===== config.mk =====
export PLATFORM = sky130hd
export DESIGN_NAME = jtag_host_shifter
export DESIGN_NICKNAME = d
export VERILOG_FILES = /design/src/rtl/jtag_host_shifter.sv
export SDC_FILE = /design/constraint.sdc
export NUM_CORES = 1
export LEC_CHECK = 0
export BUFFER_PORTS_ARGS = -buffer_cell sky130_fd_sc_hd__buf_2
export CORE_MARGIN = 1.5
export CORE_UTILIZATION = 40
export CTS_BUF_LIST = sky130_fd_sc_hd__clkbuf_8
export DETAILED_ROUTE_END_ITERATION = 10
export SETUP_SLACK_MARGIN = 0.15
export SYNTH_ARGS = -nofsm -noshare
export SYNTH_HDL_FRONTEND = slang
export SYNTH_SLANG_ARGS = --single-unit

===== constraint.sdc =====
create_clock -name clk_i -period 3.9 [get_ports clk_i]
set_clock_uncertainty 0.2 [all_clocks]
set_input_delay 0.195 -clock clk_i [delete_from_list [all_inputs] [get_ports clk_i]]
set_output_delay 0.195 -clock clk_i [all_outputs]
set_load 0.02 [all_outputs]

===== src/rtl/jtag_host_shifter.sv =====
// JTAG host engine: turns SHIFT/TLR/TRST commands into TCK/TMS/TDI waveforms and captures TDO.
// Optional feature macro JTAG_HOST_TRST_EN adds the trst_no pin and the TRST command.
module jtag_host_shifter #(
  parameter int CLK_DIV = 4,
  parameter int MAX_LEN = 64
) (
  input  logic               clk_i,
  input  logic               rst_ni,
  input  logic               cmd_valid_i,
  output logic               cmd_ready_o,
  input  logic [1:0]         cmd_op_i,
  input  logic [6:0]         cmd_len_i,
  input  logic [MAX_LEN-1:0] cmd_tms_i,
  input  logic [MAX_LEN-1:0] cmd_tdi_i,
  output logic               rsp_valid_o,
  input  logic               rsp_ready_i,
  output logic [MAX_LEN-1:0] rsp_tdo_o,
  output logic               busy_o,
  output logic               tck_o,
  output logic               tms_o,
  output logic               td_o,
  input  logic               td_i
`ifdef JTAG_HOST_TRST_EN
  ,
  output logic               trst_no
`endif
);

  localparam int IW = $clog2(MAX_LEN) + 1;
  localparam logic [7:0]    HALF_LAST = 8'(CLK_DIV - 1);
  localparam logic [IW-1:0] TLR_LEN   = IW'(5);

  typedef enum logic [2:0] {
    S_IDLE,
    S_LOW,
    S_HIGH,
    S_RSP
`ifdef JTAG_HOST_TRST_EN
    , S_TRST
`endif
  } state_e;

  state_e state_q, state_d;

  logic               cmd_ready_q, cmd_ready_d;
  logic               rsp_valid_q, rsp_valid_d;
  logic               busy_q, busy_d;
  logic               tck_q, tck_d;
  logic               tms_q, tms_d;
  logic               td_q, td_d;
  logic               cap_q, cap_d;
  logic [7:0]         cnt_q, cnt_d;
  logic [IW-1:0]      idx_q, idx_d;
  logic [IW-1:0]      len_q, len_d;
  logic [MAX_LEN-1:0] tms_sr_q, tms_sr_d;
  logic [MAX_LEN-1:0] tdi_sr_q, tdi_sr_d;
  logic [MAX_LEN-1:0] mask_q, mask_d;
  logic [MAX_LEN-1:0] tdo_q, tdo_d;
`ifdef JTAG_HOST_TRST_EN
  logic               trst_q, trst_d;
`endif

  logic          accept;
  logic          half_done;
  logic          last_bit;
  logic [IW-1:0] len_clamp;

  assign accept    = cmd_valid_i && cmd_ready_q && (state_q == S_IDLE);
  assign half_done = (cnt_q == HALF_LAST);
  assign last_bit  = (idx_q == len_q - 1'b1);

  always_comb begin
    len_clamp = IW'(cmd_len_i);
    if (int'(cmd_len_i) > MAX_LEN) len_clamp = IW'(MAX_LEN);
  end

  always_ff @(posedge clk_i or negedge rst_ni) begin
    if (!rst_ni) state_q <= S_IDLE;
    else         state_q <= state_d;
  end

  always_comb begin
    state_d = state_q;
    case (state_q)
      S_IDLE: begin
        if (accept) begin
          if (cmd_op_i == 2'b00 && len_clamp == '0) state_d = S_RSP;
`ifdef JTAG_HOST_TRST_EN
          else if (cmd_op_i == 2'b10)              state_d = S_TRST;
`endif
          else                                      state_d = S_LOW;
        end
      end
      S_LOW:  if (half_done) state_d = S_HIGH;
      S_HIGH: if (half_done) state_d = last_bit ? S_RSP : S_LOW;
      S_RSP:  if (rsp_ready_i) state_d = S_IDLE;
`ifdef JTAG_HOST_TRST_EN
      S_TRST: if (half_done && idx_q == IW'(3)) state_d = S_RSP;
`endif
      default: state_d = S_IDLE;
    endcase
  end

  // TLR reuses the shift engine with five TMS=1 bits and capture disabled
  always_comb begin
    cmd_ready_d = cmd_ready_q;
    rsp_valid_d = rsp_valid_q;
    busy_d      = busy_q;
    tck_d       = tck_q;
    tms_d       = tms_q;
    td_d        = td_q;
    cap_d       = cap_q;
    cnt_d       = 8'd0;
    idx_d       = idx_q;
    len_d       = len_q;
    tms_sr_d    = tms_sr_q;
    tdi_sr_d    = tdi_sr_q;
    mask_d      = mask_q;
    tdo_d       = tdo_q;
`ifdef JTAG_HOST_TRST_EN
    trst_d      = (state_d != S_TRST);
`endif
    case (state_q)
      S_IDLE: begin
        if (accept) begin
          cmd_ready_d = 1'b0;
          busy_d      = 1'b1;
          idx_d       = '0;
          mask_d      = {{(MAX_LEN-1){1'b0}}, 1'b1};
          tdo_d       = '0;
          if (cmd_op_i == 2'b00) begin
            len_d    = len_clamp;
            cap_d    = 1'b1;
            tms_sr_d = cmd_tms_i >> 1;
            tdi_sr_d = cmd_tdi_i >> 1;
            if (len_clamp == '0) begin
              rsp_valid_d = 1'b1;
            end else begin
              tms_d = cmd_tms_i[0];
              td_d  = cmd_tdi_i[0];
            end
          end
`ifdef JTAG_HOST_TRST_EN
          else if (cmd_op_i == 2'b10) begin
            cap_d = 1'b0;
          end
`endif
          else begin
            len_d    = TLR_LEN;
            cap_d    = 1'b0;
            tms_sr_d = '1;
            tdi_sr_d = '0;
            tms_d    = 1'b1;
            td_d     = 1'b0;
          end
        end
      end
      S_LOW: begin
        cnt_d = half_done ? 8'd0 : cnt_q + 8'd1;
        if (half_done) begin
          tck_d = 1'b1;
          if (cap_q && td_i) tdo_d = tdo_q | mask_q;
        end
      end
      S_HIGH: begin
        cnt_d = half_done ? 8'd0 : cnt_q + 8'd1;
        if (half_done) begin
          tck_d = 1'b0;
          if (last_bit) begin
            rsp_valid_d = 1'b1;
          end else begin
            idx_d    = idx_q + 1'b1;
            mask_d   = mask_q << 1;
            tms_d    = tms_sr_q[0];
            td_d     = tdi_sr_q[0];
            tms_sr_d = tms_sr_q >> 1;
            tdi_sr_d = tdi_sr_q >> 1;
          end
        end
      end
      S_RSP: begin
        if (rsp_ready_i) begin
          rsp_valid_d = 1'b0;
          cmd_ready_d = 1'b1;
          busy_d      = 1'b0;
        end
      end
`ifdef JTAG_HOST_TRST_EN
      S_TRST: begin
        cnt_d = half_done ? 8'd0 : cnt_q + 8'd1;
        if (half_done) begin
          idx_d = idx_q + 1'b1;
          if (idx_q == IW'(3)) rsp_valid_d = 1'b1;
        end
      end
`endif
      default: ;
    endcase
  end

  always_ff @(posedge clk_i or negedge rst_ni) begin
    if (!rst_ni) begin
      cmd_ready_q <= 1'b1;
      rsp_valid_q <= 1'b0;
      busy_q      <= 1'b0;
      tck_q       <= 1'b0;
      tms_q       <= 1'b1;
      td_q        <= 1'b0;
      cap_q       <= 1'b0;
      cnt_q       <= 8'd0;
      idx_q       <= '0;
      len_q       <= '0;
      tms_sr_q    <= '0;
      tdi_sr_q    <= '0;
      mask_q      <= '0;
      tdo_q       <= '0;
    end else begin
      cmd_ready_q <= cmd_ready_d;
      rsp_valid_q <= rsp_valid_d;
      busy_q      <= busy_d;
      tck_q       <= tck_d;
      tms_q       <= tms_d;
      td_q        <= td_d;
      cap_q       <= cap_d;
      cnt_q       <= cnt_d;
      idx_q       <= idx_d;
      len_q       <= len_d;
      tms_sr_q    <= tms_sr_d;
      tdi_sr_q    <= tdi_sr_d;
      mask_q      <= mask_d;
      tdo_q       <= tdo_d;
    end
  end

`ifdef JTAG_HOST_TRST_EN
  // TRST is held asserted through reset and releases on the first clock afterwards
  always_ff @(posedge clk_i or negedge rst_ni) begin
    if (!rst_ni) trst_q <= 1'b0;
    else         trst_q <= trst_d;
  end
  assign trst_no = trst_q;
`endif

  assign cmd_ready_o = cmd_ready_q;
  assign rsp_valid_o = rsp_valid_q;
  assign rsp_tdo_o   = tdo_q;
  assign busy_o      = busy_q;
  assign tck_o       = tck_q;
  assign tms_o       = tms_q;
  assign td_o        = td_q;

endmodule


==> results of run 1 <==
-- worst max-delay path, cell delays in order (launching register included) --
cell       delay [ns]
dfrtp_1          0.44
or3_1            0.40
or4_1            0.50
a31o_1           0.25
a2111oi_4        0.38
or2_4            0.25
buf_12           0.28
buf_4            0.41
a22o_1           0.21
-- power groups by stage --
stage          registers, µW  clock network, µW  logic, µW
6_report                2970               3040        329
5_1_grt                 2970               3280        367
4_1_cts                 2970               3150        333
3_5_place_dp            3020                  0        222
3_3_place_gp            3020                  0        221
2_1_floorplan           3020                  0       55.5
-- cell families after synthesis --
group	synth area share, %
muxes	11.38
xor gates and xnor gates	0.9316
DFF	56.11
adders and majority gates	0.6864
buffers and inverters	3.707
and+or+nand+nor	12.48
AOI/OAI and AO/OA	14.70
-- per-stage QoR --
stage	utilization [%]	std cells	cell area (µm²)	setup slack, ns	hold slack (ns)
floorplan	-	1235	12760	0.7637	-0.3006
global placement	44.91	1778	14130	0.5284	0.1597
detailed placement	44.91	1778	14130	0.4985	0.1438
CTS	53.15	2014	16730	0.4581	0.05582
global route	53.17	2016	16730	0.3033	0.1223
finish	53.17	2016	16730	0.4635	0.09217
-- final timing paths --
| path | startpoint | to | slack [ns] | cells past startpoint |
|---|---|---|---|---|
| min reg2reg | cnt_q[0] | cnt_q[0] | 0.28 | 1 |
| max | len_q[2] | mask_q[53] | 0.46 | 8 |
| max reg2reg | len_q[2] | mask_q[53] | 0.46 | 8 |
| max in group asynchronous | rst_ni | rsp_tdo_o[51] | 2.43 | 3 |
| min in group clk_i | cmd_op_i[0] | state_q[1] | 0.10 | 6 |
| min | rst_ni | tdi_sr_q[55] | 0.09 | 2 |
-- final cells by class --
type | instances | area share [%]
timing repair buffer | 373 | 16.16
multi-input combinational | 851 | 30.90
clock buffer | 72 | 5.921
antenna | 2 | 0.02991
clock inverter | 20 | 0.9720
inverter | 10 | 0.2243
sequential | 286 | 42.78
tap | 402 | 3.006
-- Yosys cell counts (9+ instances only) --
library cell	number	share of area, %
mux2_1	100	8.8
o21ai_0	146	5.7
a22o_1	68	4.7
clkbuf_1	62	1.8
mux2_2	28	2.5
o31ai_1	11	0.65
inv_1	10	0.29
a21oi_1	71	2.8
dfrtp_1	284	56
nand2_1	206	6.1
buf_6	12	1.1
nor2_1	149	4.4
buf_2	9	0.35
-- routing by layer --
metal,vias to the layer above,part of all wire [%],GRT usage (%)
li1,4925,-,-
met1,4819,47,26.01
met2,252,43,29.45
met3,55,6.8,4.813
met4,2,2.3,6.400
met5,-,0.039,0
-- registers in the layout, indices dropped and copies added (netlist names) --
name and flops:
busy_o 1, rsp_valid_o 1, tdi_sr_q 63, len_q 7, tms_o 1, tck_o 1
state_q 2, mask_q 64, tms_sr_q 64, cnt_q 8, idx_q 7, cmd_ready_o 1
rsp_tdo_o 64, td_o 1, cap_q 1
-- repair_timing --
action / CTS / global route
hold endpoints to repair: 251 / 0
buffers inserted: 0 / 0
resized for setup: 0 / 0
hold buffers: 144 / 0
==> impl_results.md, run 1 <==
* Clock Sinks at between 200 and 300
* Multi-input logic area at a little over 5000 µm²
* CP Class: reg -> reg
* Worst EP arrival at 3.71 ns
* Sequential share of power at 46.9%
* Largest net degree at the start of global routing at roughly 230
* Reg area at 7159 µm²
* Core area at 31470 µm²
* Synth async-reset ratio at 100.0%
* Pins over their slew limit at 0
* Hold Path Class: in -> async
* Routed Antenna Nets at 0
* Max Cap Viol at 0
* I/O pin count at 212
* DRC at 0
* Global-route wire length before repair at between 50000 and 60000 µm
* Initial antenna violation count at 3
* Power Total at 6334 µW
* Vias in the first global route at 10260
* Crit end category: flop
* Fmax achieved at 0.2910 GHz
* Unrepaired setup endpoints after global routing: no
* Mapped Area at ~13000 µm²
* Commonest non-fill, non-tap cell in the layout: dfrtp_1
* Drt first pass iters at 5
* Combinational power share at 5.2%
* DP HPWL at 18330 µm
* Die H at 181.6 µm
* Number of synthesized register bits at 286
* CTS max path bufs at 3
* Peak VDD IR at 0.0003180 V
* 1st-iter DRT viols at 596
* Avg WL per Cell at 15.36 µm
* H-tree depth at 2
* Worst Setup Start Kind: flop
* Final hold violations at 0
* Worst skew pair latency at 0.55 ns
* Sw Share at 21.64%
* Mapped Avg Cell Area at 10.33 µm²
* Starting Density at 40.54%
* Cells after Synth at roughly 1200
* Die X at 181.6 µm
* Cell Rows at 65
* Seq/Total Area, Yosys at 56.11%
* Final Cycle Share at 88.12%
* Worst Tran Pin Value at 0.9060 ns
* Dominant synthesized flop cell: dfrtp_1
* Syn_nets at 1384
* GRT Total Usage at between 10% and 20%
* Final WL at 30970 µm
* Vias/cell at 4.987
* Layout cells sized above 1 at between 20% and 30%
* Most frequent cells in the layout: 284 x dfrtp_1, 210 x buf_2, 206 x nand2_1
* Setup violators final at 0
* Via count at 10050
* CTS tree: built
* Slew HR at 39.60%
* Yosys cell types at 47
* Period minus WS final at roughly 3.4 ns
* CTS buffer count at 49
* Internal cell power at 4964 µW
* P_leak at between 0.008 and 0.009 µW
* Area grow syn2layout at 31.17%
* Port Buf Inserts at 211
* Status: finished, final reports clean
* Root buffer cell: clkbuf_8
* Total negative setup slack at 0 ns
* Final GP Congestion at 0.7989
* # fillers at 2784
* Total gr overflow at 0
* DIE AREA at 32980 µm²
* Yosys warnings at 0
* Share of power burned in the clock network at 47.9%
* Total net switching power at 1371 µW
* CP required at 4.17 ns
* EDFF count, synth at 0
* CP Max Fanout at 52
* Clk slew on worst S/H paths at 0.07 ns
* Layout Nets at 1720
* Pwr per Cell Area at 378.5 nW/µm²
(Power assumes the default switching activity.)
==> run 2: changes to the inputs <==
Settings changed: REMOVE_ABC_BUFFERS from default to 1.
==> impl_results.md, run 2 (synthesis gave the netlist of run 1 again) <==
* Max Cap Viol at 0 (unchanged)
* Pwr per Cell Area at 359.5 nW/µm² (-5.0%)
* Period minus WS final at 3.337 ns (-0.09958 ns)
* CP required at 4.13 ns (-0.04 ns)
* Port Buf Inserts at 211 (unchanged)
* Global-route wire length before repair at 51810 µm (+0.31%)
* Total net switching power at 1346 µW (-1.8%)
* Die X at 181.6 µm (unchanged)
* Die H at 181.6 µm (unchanged)
* I/O pin count at 212 (unchanged)
* Vias in the first global route at 10420 (+1.5%)
* DIE AREA at 32980 µm² (unchanged)
* Area grow syn2layout at 30.19%
* Layout cells sized above 1 at 20.99% (-0.78 points)
* Clock Sinks at 286 (unchanged)
* CTS buffer count at 49 (unchanged)
* Drt first pass iters at 4 (-1)
* Pins over their slew limit at 0 (unchanged)
* Final WL at 30880 µm (-0.28%)
* CTS max path bufs at 3 (unchanged)
* R2r worst-path depth at 7 (-1)
* P_leak at 0.008381 µW (-0.44%)
* H-tree depth at 2 (unchanged)
* ANT cells at 0 (-2)
* Initial antenna violation count at 0 (-3)
* Slew HR at 32.02% (-7.6 points)
* Clk slew on worst S/H paths at 0.06 ns (about the same)
* Status: finished, final reports clean
* Final Cycle Share at 85.56% (-2.6 points)
* 1st-iter DRT viols at 611 (+2.5%)
* Cell Rows at 65 (unchanged)
* Core area at 31470 µm² (unchanged)
* DRC at 0 (unchanged)
* Worst flop-to-flop path endpoint: tms_sr_q[4]
* Final hold violations at 0 (unchanged)
* Power Total at 5972 µW (-5.7%)
* Hold Path Class: in -> reg
* Most frequent cells in the layout: 284 x dfrtp_1, 210 x buf_2, 206 x nand2_1
* Pre-CTS WS at 0.5997 ns (+0.1013 ns)
* Hold_sp: td_i
* Final GP Congestion at 0.8036 (+0.59%)
* R2r startpoint: len_q[2]
* Worst Setup Start Kind: flop
* Vias/cell at 5.045 (+1.2%)
* Peak VDD IR at 0.0002181 V (-31%)
* Root buffer cell: clkbuf_8
* Worst Tran Pin Value at 1.020 ns (+0.1137 ns)
* GRT Total Usage at 19.02% (+0.025 points)
* Internal cell power at 4626 µW (-6.8%)
* Hold endpoint: rsp_tdo_o[46]
* Total gr overflow at 0 (unchanged)
* Starting Density at 40.54% (unchanged)
* Share of power burned in the clock network at 44.7% (-3.2 points)
* CP Class: reg -> reg
* Commonest non-fill, non-tap cell in the layout: dfrtp_1
* Unrepaired setup endpoints after global routing: no
* Routed Antenna Nets at 0 (unchanged)
* Layout Nets at 1724 (+0.23%)
* Reg2reg setup slack at 0.56 ns (+0.10 ns)
* Via count at 10150 (+0.96%)
* Sequential share of power at 49.7% (+2.8 points)
* Setup violators final at 0 (unchanged)
* CTS tree: built
* Worst skew pair latency at 0.56 ns (about the same)
* Sw Share at 22.54% (+0.91 points)
* Worst EP arrival at 3.57 ns (-0.14 ns)
* Largest net degree at the start of global routing at 127 (-44%)
* DP HPWL at 18110 µm (-1.2%)
* Combinational power share at 5.5% (+0.3 points)
* Fmax achieved at 0.2997 GHz (+3.0%)
* Hold Path Depth at 6
* CP Max Fanout at 70 (+35%)
* Avg WL per Cell at 15.35 µm (about the same)
* Crit end category: flop
* Setup ws final at 0.5631 ns (+0.09958 ns)
-- run 2: changes by cell type in the layout (fill, tap and decap cells not counted), moves of 2 or more --
| cell | delta |
|---|---|
| clkbuf_8 | -10 |
| inv_1 | +6 |
| dlygate4sd3_1 | +5 |
| buf_4 | -2 |
| bufinv_16 | -2 |
| diode_2 | -2 |
-- run 2: power by group through the flow --
stage	sequential [µW]	clock, µW	combinational [µW]
after floorplan	3020	0	53.1
after global placement	3020	0	221
after detailed placement	3020	0	222
after CTS	2970	2760	333
after global routing	2970	2900	370
final	2970	2670	331
-- run 2: repair_timing --
item / CTS / global route
hold endpoints to repair: 250 / 0
hold buffers: 149 / 0
gates resized for setup: 0 / 0
endpoints found under the setup margin: 0 / 0
setup buffers: 0 / 0
-- run 2: area by class of cell --
cell class | instances | area [µm²]
fillers | 2779 | 14860
repair buffers | 377 | 2760
flip-flops and latches | 286 | 7159
clock buffers | 62 | 853.3
inverters | 10 | 37.54
clock inverters | 24 | 125.1
well taps | 402 | 503.0
multi-input cells | 851 | 5171
-- run 2: worst max-delay path, stage by stage, from the launching register on --
cell and delay (ns):
dfrtp_1 0.44, or3_1 0.42, or4_1 0.52, a31o_1 0.25, a2111oi_4 0.37, or2_4 0.23
buf_12 0.31, mux2_2 0.38
-- run 2: worst max-delay path by stage --
stage	from	to	slack (ns)	depth (start not counted)
floorplan	state_q[0]	tms_sr_q[0]	-6.90	6
global placement	len_q[2]	tms_sr_q[13]	0.64	7
detailed placement	len_q[2]	tms_sr_q[4]	0.60	7
CTS	len_q[2]	tms_sr_q[4]	0.58	7
global route	len_q[2]	tms_sr_q[4]	0.45	7
finish	len_q[2]	tms_sr_q[4]	0.56	7
-- run 2: layer usage --
metal	part of all wire, %	up-vias	global-route usage [%]
li1	-	4924	-
met1	45	4901	24.83
met2	47	231	31.18
met3	3.6	94	3.008
met4	4.1	0	8.800
met5	0	-	0
-- run 2: stage by stage --
stage	hold slack, ns	cells	instance area, µm²	TNS, ns	util, %
floorplan	-0.3006	1147	12320	-1337.88	-
global placement	0.1548	1777	14140	0	44.93
global route	0.1701	2012	16610	0	52.77
CTS	0.1263	2012	16610	0	52.77
finish	0.1311	2012	16610	0	52.77
detailed placement	0.1614	1777	14140	0	44.93
==> run 3: changes to the inputs <==
Settings changed: CORE_MARGIN 1.5 to 2, CORE_UTILIZATION 40 to 58, PLACE_DENSITY from default to 0.82.
==> impl_results.md, run 3 (synthesis gave the netlist of run 1 again) <==
* Drt first pass iters at 5 (+1)
* CTS max path bufs at 3 (unchanged)
* Crit end category: flop
* Hold Path Class: in -> async
* Avg WL per Cell at 18.48 µm (+20%)
* Layout Nets at 1719 (-0.29%)
* Routed Antenna Nets at 0 (unchanged)
* Final GP Congestion at 0.8303 (+3.3%)
* Unrepaired setup endpoints after global routing: no
* Postcts setup bufs at 0 (unchanged)
* Slew HR at 38.34% (+6.3 points)
* Setup violators final at 0 (unchanged)
* CP required at 4.11 ns (-0.02 ns)
* CP Max Fanout at 37 (-47%)
* # fillers at 1356 (-51%)
* Cell Rows at 54 (-17%)
* Port Buf Inserts at 211 (unchanged)
* Crit-path cells: or3_1 > or4_1 > a31o_1 > a2111oi_4 > or2_4 > buf_12 > mux2_1
* Total negative setup slack at 0 ns (unchanged)
* Worst Tran Pin Value at 0.9249 ns (-0.09488 ns)
* Critical path's slowest cell: or4_1
* DIE AREA at 23200 µm² (-30%)
* Status: finished, final reports clean
* Post-CTS sizing at 0 (unchanged)
* Worst skew pair latency at 0.55 ns (about the same)
* Die H at 152.3 µm (-16%)
* Worst Setup Start Kind: flop
* Post-Layout Inst Area at 16380 µm² (-1.4%)
* Final Cycle Share at 88.37% (+2.8 points)
* 1st-iter DRT viols at 977 (+60%)
* ANT cells at 0 (unchanged)
* Most frequent cells in the layout: 284 x dfrtp_1, 210 x buf_2, 206 x nand2_1
* P_leak at 0.008338 µW (-0.51%)
* Cts hold-fix bufs at 145 (-2.7%)
* Peak VDD IR at 0.0002910 V (+33%)
* Total gr overflow at 0 (unchanged)
* Max Cap Viol at 0 (unchanged)
* Worst EP arrival at 3.66 ns (+0.09 ns)
* DRC at 0 (unchanged)
* CTS buffer count at 45 (-8.2%)
* CTS tree: built
* Global-route wire length before repair at 57140 µm (+10%)
* Final WL at 34850 µm (+13%)
* Area grow syn2layout at 28.42%
* Critical path's top delay family: simple AND/OR/NAND/NOR gates
* Clk slew on worst S/H paths at 0.08 ns (+0.02 ns)
* DP HPWL at 18060 µm (-0.31%)
* I/O pin count at 212 (unchanged)
* CP Class: reg -> reg
* Root buffer cell: clkbuf_8
* Initial antenna violation count at 0 (unchanged)
* Starting Density at 58.83% (+18 points)
* Layout cells sized above 1 at 21.17% (+0.18 points)
* Vias/cell at 5.740 (+14%)
* Largest net degree at the start of global routing at 251 (+98%)
* Core area at 21690 µm² (-31%)
* Commonest non-fill, non-tap cell in the layout: dfrtp_1
* H-tree depth at 2 (unchanged)
* Post-DP Area at 14030 µm² (-0.74%)
* Final hold violations at 0 (unchanged)
* Via count at 10830 (+6.7%)
* Fmax achieved at 0.2902 GHz (-3.2%)
* WP buf/inv at 1 (unchanged)
* Critical path's largest stage delay at 0.50 ns (-0.02 ns)
* Period minus WS final at 3.446 ns (+0.1094 ns)
* Pwr per Cell Area at 354.7 nW/µm² (-1.4%)
* Clock Sinks at 286 (unchanged)
* Pins over their slew limit at 0 (unchanged)
* Vias in the first global route at 11180 (+7.3%)
* GRT Total Usage at 30.48% (+11 points)
* Die X at 152.3 µm (-16%)
==> run 3: final cells by class <==
cell class | count | area, µm² | share of cell area [%]
Multi-Input combinational cell | 851 | 5171 | 31.56
Clock inverter | 27 | 127.6 | 0.7789
Timing Repair Buffer | 376 | 2768 | 16.89
Sequential cell | 286 | 7159 | 43.70
Clock buffer | 56 | 770.7 | 4.704
Inverter | 10 | 37.54 | 0.2291
Tap cell | 280 | 350.3 | 2.138
==> run 3: worst register-to-register path: stages, from the launching register on <==
cell       delay, ns
dfrtp_1         0.44
or3_1           0.40
or4_1           0.50
a31o_1          0.25
a2111oi_4       0.38
or2_4           0.41
buf_12          0.29
mux2_1          0.45
==> run 3: layer usage <==
metal	track usage [%]	share of wire (%)	up-vias
met5	0	0	-
met4	15.53	5.0	0
met3	4.863	5.8	157
met2	51.12	50	483
met1	38.68	39	5279
li1	-	-	4907
==> run 3: final timing paths <==
kind,start,end,slack (ns),cells after the start
setup / recovery,len_q[2],tdi_sr_q[29],0.45,7
hold / removal,rst_ni,tdi_sr_q[46],0.09,2
max in group asynchronous,rst_ni,cmd_ready_o,2.33,3
setup reg to reg,len_q[2],tdi_sr_q[29],0.45,7
hold reg to reg,rsp_tdo_o[31],rsp_tdo_o[31],0.29,2
min in group clk_i,cmd_op_i[0],rsp_valid_o,0.11,6
==> run 3: power by group <==
| group | switching, µW | leakage [µW] | internal (µW) |
|---|---|---|---|
| Clock | 1190 | 0.000530 | 1310 |
| Combinational | 173 | 0.00382 | 172 |
| Sequential | 0 | 0.00399 | 2970 |
==> run 3: metrics by stage <==
stage / std cells / util, % / hold WS [ns] / total power (µW) / setup slack, ns
floorplan: 1147 / - / -0.3006 / 3076 / -6.901
global placement: 1658 / 64.71 / 0.1371 / 3236 / 0.5529
detailed placement: 1658 / 64.71 / 0.1490 / 3239 / 0.5485
CTS: 1886 / 75.55 / 0.07320 / 5820 / 0.5346
global route: 1886 / 75.55 / 0.1453 / 6016 / 0.3029
finish: 1886 / 75.55 / 0.08570 / 5811 / 0.4536
